File: src/rtl/fp_misc_issue_ctl.sv
// fp_misc_issue_ctl
//   Issue controller for the shared FP sign-inject / min-max / convert
//   datapath. Two issue lanes (i0 older, i1 younger) compete for one
//   operand register (stage A). Stage A drives the combinational datapath
//   through fu_*, and the datapath result is captured in a result
//   register (stage B) that is drained over a valid/ready handshake.
//
// Ports
//   clk, rst_l           core clock, asynchronous active-low reset
//   flush                kill stage A and B, block acceptance this cycle
//   iN_valid/iN_ready    lane request handshake (i0 has fixed priority)
//   iN_ctrl/fp64/rm/lt   op select (one-hot), precision, rounding, compare
//   iN_rs1/rs2/tag       recoded operands and destination tag
//   fu_*                 datapath operands/controls from stage A
//   fu_data/fu_exc       combinational datapath result
//   res_*                result handshake and payload from stage B
//   ops_cnt              saturating count of completed result handshakes
module fp_misc_issue_ctl #(
  parameter int TAG_W = 5
) (
  input  logic             clk,
  input  logic             rst_l,
  input  logic             flush,
  input  logic             i0_valid,
  output logic             i0_ready,
  input  logic [5:0]       i0_ctrl,
  input  logic             i0_fp64,
  input  logic [2:0]       i0_rm,
  input  logic             i0_lt,
  input  logic [64:0]      i0_rs1,
  input  logic [64:0]      i0_rs2,
  input  logic [TAG_W-1:0] i0_tag,
  input  logic             i1_valid,
  output logic             i1_ready,
  input  logic [5:0]       i1_ctrl,
  input  logic             i1_fp64,
  input  logic [2:0]       i1_rm,
  input  logic             i1_lt,
  input  logic [64:0]      i1_rs1,
  input  logic [64:0]      i1_rs2,
  input  logic [TAG_W-1:0] i1_tag,
  output logic [64:0]      fu_in1,
  output logic [64:0]      fu_in2,
  output logic [2:0]       fu_rm,
  output logic             fu_fp64,
  output logic [5:0]       fu_ctrl,
  output logic             fu_lt,
  input  logic [64:0]      fu_data,
  input  logic [4:0]       fu_exc,
  output logic             res_valid,
  input  logic             res_ready,
  output logic [64:0]      res_data,
  output logic [4:0]       res_exc,
  output logic [TAG_W-1:0] res_tag,
  output logic             res_lane,
  output logic [15:0]      ops_cnt
);

  localparam logic [4:0] EXC_NV = 5'b10000;

  typedef struct packed {
    logic             valid;
    logic [64:0]      rs1;
    logic [64:0]      rs2;
    logic [2:0]       rm;
    logic             fp64;
    logic [5:0]       ctrl;     // zeroed when the request ctrl was illegal
    logic             lt;
    logic             illegal;
    logic [TAG_W-1:0] tag;
    logic             lane;
  } stage_a_t;

  typedef struct packed {
    logic             valid;
    logic [64:0]      data;
    logic [4:0]       exc;
    logic [TAG_W-1:0] tag;
    logic             lane;
  } stage_b_t;

  function automatic logic is_onehot(input logic [5:0] c);
    return (c != 6'd0) && ((c & (c - 6'd1)) == 6'd0);
  endfunction

  stage_a_t   a_q, a_d;
  stage_b_t   b_q, b_d;
  logic [15:0] ops_cnt_q, ops_cnt_d;
  // Holds the readies low for the first cycle after reset release.
  logic       rdy_en_q, rdy_en_d;

  logic       res_hs, a_adv, acc, take0, take1;
  logic [5:0] req_ctrl;

  always_comb begin
    // NOTE: every always_comb output gets a default first, so no path
    // can leave a variable unassigned and infer a latch.
    a_d       = a_q;
    b_d       = b_q;
    ops_cnt_d = ops_cnt_q;
    rdy_en_d  = 1'b1;
    req_ctrl  = 6'd0;

    res_hs = b_q.valid & res_ready;
    a_adv  = a_q.valid & (~b_q.valid | res_hs);
    acc    = rdy_en_q & ~flush & (~a_q.valid | a_adv);
    take0  = acc & i0_valid;
    take1  = acc & ~i0_valid & i1_valid;

    // Stage B: reload from the datapath on advance, else drain on handshake.
    if (a_adv) begin
      b_d.valid = 1'b1;
      b_d.data  = a_q.illegal ? 65'd0  : fu_data;
      b_d.exc   = a_q.illegal ? EXC_NV : fu_exc;
      b_d.tag   = a_q.tag;
      b_d.lane  = a_q.lane;
    end else if (res_hs) begin
      b_d.valid = 1'b0;
    end

    // Stage A: new request, else empties when it advances into B.
    if (take0) begin
      a_d.valid   = 1'b1;
      a_d.rs1     = i0_rs1;
      a_d.rs2     = i0_rs2;
      a_d.rm      = i0_rm;
      a_d.fp64    = i0_fp64;
      a_d.lt      = i0_lt;
      a_d.tag     = i0_tag;
      a_d.lane    = 1'b0;
      req_ctrl    = i0_ctrl;
    end else if (take1) begin
      a_d.valid   = 1'b1;
      a_d.rs1     = i1_rs1;
      a_d.rs2     = i1_rs2;
      a_d.rm      = i1_rm;
      a_d.fp64    = i1_fp64;
      a_d.lt      = i1_lt;
      a_d.tag     = i1_tag;
      a_d.lane    = 1'b1;
      req_ctrl    = i1_ctrl;
    end else if (a_adv) begin
      a_d.valid   = 1'b0;
    end
    if (take0 | take1) begin
      a_d.illegal = ~is_onehot(req_ctrl);
      a_d.ctrl    = is_onehot(req_ctrl) ? req_ctrl : 6'd0;
    end

    // A handshake seen during flush is not a completion.
    if (res_hs && !flush && ops_cnt_q != 16'hFFFF) begin
      ops_cnt_d = ops_cnt_q + 16'd1;
    end

    // Flush kills both stages and overrides everything above; payloads
    // are left alone since nothing observes them while invalid.
    if (flush) begin
      a_d.valid = 1'b0;
      b_d       = b_q;
      b_d.valid = 1'b0;
    end
  end

  // NOTE: sequential state uses non-blocking assignments so every flop
  // samples pre-edge values regardless of statement order.
  always_ff @(posedge clk or negedge rst_l) begin
    if (!rst_l) begin
      a_q       <= '0;
      b_q       <= '0;
      ops_cnt_q <= '0;
      rdy_en_q  <= 1'b0;
    end else begin
      a_q       <= a_d;
      b_q       <= b_d;
      ops_cnt_q <= ops_cnt_d;
      rdy_en_q  <= rdy_en_d;
    end
  end

  assign i0_ready  = acc;
  assign i1_ready  = acc & ~i0_valid;

  assign fu_in1    = a_q.rs1;
  assign fu_in2    = a_q.rs2;
  assign fu_rm     = a_q.rm;
  assign fu_fp64   = a_q.fp64;
  assign fu_ctrl   = a_q.ctrl;
  assign fu_lt     = a_q.lt;

  assign res_valid = b_q.valid;
  assign res_data  = b_q.data;
  assign res_exc   = b_q.exc;
  assign res_tag   = b_q.tag;
  assign res_lane  = b_q.lane;
  assign ops_cnt   = ops_cnt_q;

endmodule

File: config.mk
export PLATFORM = sky130hd
export DESIGN_NAME = fp_misc_issue_ctl
export DESIGN_NICKNAME = d
export VERILOG_FILES = /design/src/rtl/fp_misc_issue_ctl.sv
export SDC_FILE = /design/constraint.sdc
export NUM_CORES = 1
export LEC_CHECK = 0
export CORE_AREA = 2 2 232 234
export CTS_BUF_LIST = sky130_fd_sc_hd__clkbuf_4 sky130_fd_sc_hd__clkbuf_8
export DETAILED_ROUTE_END_ITERATION = 12
export DIE_AREA = 0 0 234 236
export SLEW_MARGIN = 10
export SYNTH_ARGS = -nofsm -noshare
export SYNTH_HDL_FRONTEND = slang
export SYNTH_SLANG_ARGS = --single-unit
File: constraint.sdc
create_clock -name clk -period 2.3 [get_ports clk]
set_input_delay 0.69 -clock clk [delete_from_list [all_inputs] [get_ports clk]]
set_output_delay 0.69 -clock clk [all_outputs]
set_load 0.02 [all_outputs]
-- Yosys cells after proc, flatten, opt, wreduce, memory -nomap -nowiden
Cells that the tools add are included.
- register bits after elaboration: 243
- logic and storage cells: 64
- $add $sub $neg: 2
- bitwise gates (word level): 16
- reductions and logical operators: 10
- equal/unequal tests: 1
- multiplexer cells: 18
- operators with widths (kind ; count):
    2-to-1 mux 135 bit ; 1
    2-to-1 mux 134 bit ; 1
    2-to-1 mux 77 bit ; 1
    2-to-1 mux 76 bit ; 1
    2-to-1 mux 65 bit ; 1
    2-to-1 mux 6 bit ; 5
    adder 16 x 1 -> 16 bit (second input constant) ; 1
    inequality test 16 bit (second input constant) ; 1
    bitwise AND 1 bit ; 7
    2-to-1 mux 1 bit ; 7
    bitwise AND 6 bit ; 1
    zero test 6 bit ; 1
    nonzero test 6 bit ; 1
    subtractor 6 x 1 -> 6 bit (second input constant) ; 1
    2-to-1 mux 5 bit ; 1
    inverter 1 bit ; 5
    nonzero test 4 bit ; 1
    logical AND 1 bit ; 3
    OR 1 bit ; 3
    nonzero test 3 bit ; 1
    AND reduction 2 bit ; 1
    nonzero test 2 bit ; 1
    zero test 1 bit ; 1

-- Longest topological paths before layout
Gate-level depths: netlist of run 1.
- depth in word-level cells: 14
- mapped depth: 9

-- Worst setup path before layout of run 1
Ideal clock, no wire load.
- path type: input -> output
- from: in i0_valid
- to: out i1_ready
- cell stages on the path: 3
- path slack: 0.301 ns
- arrival: 1.309 ns
- required time: 1.610 ns
- path through: buf_2 > buf_2 > nor2_1
- word-level cells in the longest chain between the ends: 2
- RTL lines (what ; line ; text):
    start: declaration ; 24 ; input logic i0_valid,
    inverter 1 bit ; 181 ; assign i1_ready = acc & ~i0_valid;
    bitwise AND 1 bit ; 181 ;
    end: declaration ; 34 ; output logic i1_ready,
Every way passes these cells.

-- Worst setup path in the final report of run 1
Ends and elaborated chain as after synthesis.

==> run_results.csv, run 1 <==
group,metric,value,unit
sta,finalClockSkew,0.0312,ns
floorplanning,boundaryPins,604,
finish,regArea,6080,µm²
cts,numCtsBuffers,45,
synth,synth_flop_cell,"dfrtp_1",
power,p_leak,9.98,nW
power,power_density,713,nW/µm²
synth,synthMuxAreaShare,11.8,%
sta,fin_hold_ws,0.458,ns
finish,mostFrequentLayoutCell,"clkdlybuf4s50_1",
sta,timing.slew.headroom,63.1,%
drt,viasPerCell,4.13,
power,ir_drop,0.000399,V
setup_path,r2r_slack,0.45,ns
placement,place.port_buffers,603,
finish,area_growth,59.0,%
drt,antenna_left,0,
synth,synth_compound_area_share,7.54,%
global_routing,grt_pass1_wl,62300,µm
drt,routed-wl-met3,2750,µm
finish,multiInputGateArea,4560,µm²
sta,fin_ws,0.108,ns
cts,cts.sinks,243,
sta,fin_crit,2.19,ns
floorplanning,dieHeight,236,µm
setup_path,r2r_cells,9,
finish,final_layout_size_suffix_gt1_share,10.9,%
finish,nFillCells,5445,
global_routing,grt_util_all_layers,14.7,%
drt,vias,10300,
hold_path,min_delay_path_depth,2,
global_routing,grt_pass1_vias,10800,
finish,final_util,36.3,%
cts,insertion_delay,0.59,ns
global_routing,gr-total-overflow,0,
synth,ys_warn_count,0,
finish,nNetsFinal,2132,
cts,htree_levels,2,
synth,synth.avg_cell_area,9.91,µm²
global_routing,antenna_found_initial,3,
placement,place_ws,-0.549,ns
synth,synth_top_family_by_area,"simple AND/OR/NAND/NOR gates",
placement,place_congestion,0.835,
synth,yosysSeqAreaShare,50.2,%
setup_path,start_kind,"input pin",
sta,maxSlewViolCount,0,
hold_path,hold_path_class,"flop to flop",
drt,firstDrtPassIters,4,
sta,fmax,456,MHz
synth,synth_area,12100,µm²
placement,dp_hpwl,32400,µm
cts,cts.path.max_buffers,3,
drt,wl,41300,µm
drt,drt_iter0_drc,390,
setup_path,regToRegStartpoint,"a_q[148]",
drt,dr_wl_met2,20800,µm
setup_path,cp_data_arrival_time,1.50,ns
synth,synthSimpleGateAreaFrac,16.6,%
hold_path,worstHoldStart,"res_exc[2]",
setup_path,crit_path_end_kind,"output port",
floorplanning,initial_utilization,22.8,%
floorplanning,die_area,55200,µm²
setup_path,reg2reg_to,"fu_in2[9]",
floorplanning,coreArea,53100,µm²
placement,dp_cells,2409,
synth,synth-seq-cells,243,
finish,final_cell_mix,"clkdlybuf4s50_1 (364), nand2_1 (309), dfrtp_1 (243)",
finish,instances_no_fill,2493,
synth,synth_xor_area_share,1.23,%
floorplanning,fp-row-count,85,
drt,maxUsedRoutingLayer,"met4",
synth,async_reset_ff_share,100,%
sta,finalSetupViolations,0,
sta,final-hold-violation-count,0,
job,maxCapViolCount,0,
synth,yosysUniqueCellTypes,46,
cts,cts.clk_slew.worst_paths,0.06,ns
floorplanning,die_x,234,µm
setup_path,required,1.61,ns
sta,grt_setup_unrepaired,"no",
cts,cts-root-buf,"clkbuf_8",
drt,routedWlPerCell,16.6,µm
hold_path,holdPathEnd,"res_exc[2]",
cts,cts_tree,"built",
drt,drc,0,
synth,synth-edff-count,0,
run_status,status,"finished clean",
synth,synth_adder_area_share,0.103,%
drt,wl_met1,16300,µm
sta,min_period_over_period,95.3,%
sta,tightest_slew,0.553,ns
synth,synthCells,1222,
setup_path,cp_max_fo,2,
synth,syn_nets,1591,
setup_path,setup.worst_path.class,"input pin to output port",
global_routing,grt_max_degree,75,
## what timing repair did
| item | 4_1_cts | 5_1_grt |
|---|---|---|
| endpoints found under the hold margin | 28 | 0 |
| hold buffers | 1 | 0 |
| setup endpoints to repair | 235 | 2 |
| resized for setup | 245 | 3 |
| setup buffers | 2 | 0 |
| pin swaps | 0 | 1 |
## critical path: stages
cell and delay (ns):
clkdlybuf4s50_1 0.52, nor2_2 0.15, buf_4 0.14
## where the power goes
part	switching [W]	internal [W]
Sequential	0.000381	0.00498
Combinational	0.00211	0.00176
Clock	0.00191	0.00257
Total	0.00440	0.00932
## synthesized netlist by cell type (2+ instances only)
master / count / share of area, %
a32o_1: 4 / 0.33
inv_1: 2 / 0.062
buf_6: 13 / 1.2
a21oi_1: 4 / 0.17
o21ai_1: 109 / 4.5
and3b_1: 2 / 0.14
mux2i_1: 141 / 12
a22oi_1: 3 / 0.19
xnor2_1: 8 / 0.58
dfrtp_1: 243 / 50
nand4_1: 5 / 0.26
nor3b_1: 3 / 0.19
buf_4: 155 / 9.6
mux2_2: 2 / 0.19
buf_2: 16 / 0.66
xor2_1: 9 / 0.65
nand3b_1: 74 / 4.6
clkbuf_1: 27 / 0.84
nor2_1: 18 / 0.56
nor2b_1: 3 / 0.16
a21o_1: 2 / 0.12
o21ai_0: 40 / 1.7
nor4_1: 2 / 0.10
nand2_1: 309 / 9.6
nand3_1: 5 / 0.21
nand2b_1: 3 / 0.16
## sequential cells by signal (all words and copies together) (netlist names)
signal and flops:
res_data 65, res_valid 1, res_tag 5, res_exc 5, a_q 8, fu_in1 65
fu_in2 65, fu_lt 1, ops_cnt 16, fu_ctrl 6, fu_rm 3, fu_fp64 1
res_lane 1, rdy_en_q 1
## per-stage QoR
step           TNS [ns]  instance area, µm²  total power (W)
2_1_floorplan         0               12100          0.00775
3_3_place_gp     -48.43               18500          0.00983
3_5_place_dp     -53.25               18500          0.00990
4_1_cts               0               19200           0.0140
5_1_grt               0               19300           0.0145
6_report              0               19300           0.0137
## how the worst max path moves through the flow
| stage | cells past startpoint | end | startpoint | slack [ns] |
|---|---|---|---|---|
| CTS | 1 | res_data[50] | res_data[50] | 0.001 |
| finish | 3 | i1_ready | i0_valid | 0.11 |
| detailed placement | 5 | i1_ready | flush | -0.55 |
| floorplan | 3 | i1_ready | i0_valid | 0.30 |
| global placement | 5 | i1_ready | flush | -0.55 |
| global route | 4 | i1_ready | a_q[148] | 0.03 |
## kinds of logic after synthesis
logic type,count (synthesis)
AO/OA/AOI/OAI,170
multiplexers,143
XOR/XNOR,17
buffers and inverters,214
flip-flops,243
adder cells (fa/ha/maj),1
AND/OR/NAND/NOR,433
other,1
## metal layers
metal,global-route usage [%],up-vias
met5,0,-
met1,16.8,4815
met3,3.47,81
met4,6.37,0
li1,-,5040
met2,25.7,357
## final cells by class
| type | instances | area share, % |
|---|---|---|
| timing repair buffer | 705 | 35.1 |
| sequential | 243 | 31.6 |
| inverter | 3 | 0.0585 |
| antenna | 3 | 0.0390 |
| clock inverter | 12 | 0.598 |
| multi-input combinational | 765 | 23.7 |
| clock buffer | 66 | 4.39 |
| tap | 696 | 4.52 |
Power figures use the tool's default switching activity.
==> run 2, diff against run 1 <==
--- a/config.mk
+++ b/config.mk
@@ -5,6 +5,7 @@
 export SDC_FILE = /design/constraint.sdc
 export NUM_CORES = 1
 export LEC_CHECK = 0
+export ABC_CLOCK_PERIOD_IN_PS = 2300
 export CORE_AREA = 2 2 232 234
 export CTS_BUF_LIST = sky130_fd_sc_hd__clkbuf_4 sky130_fd_sc_hd__clkbuf_8
 export DETAILED_ROUTE_END_ITERATION = 12
==> results of run 2 <==
The final DEF is identical to that of run 1; final timing and power are the same.
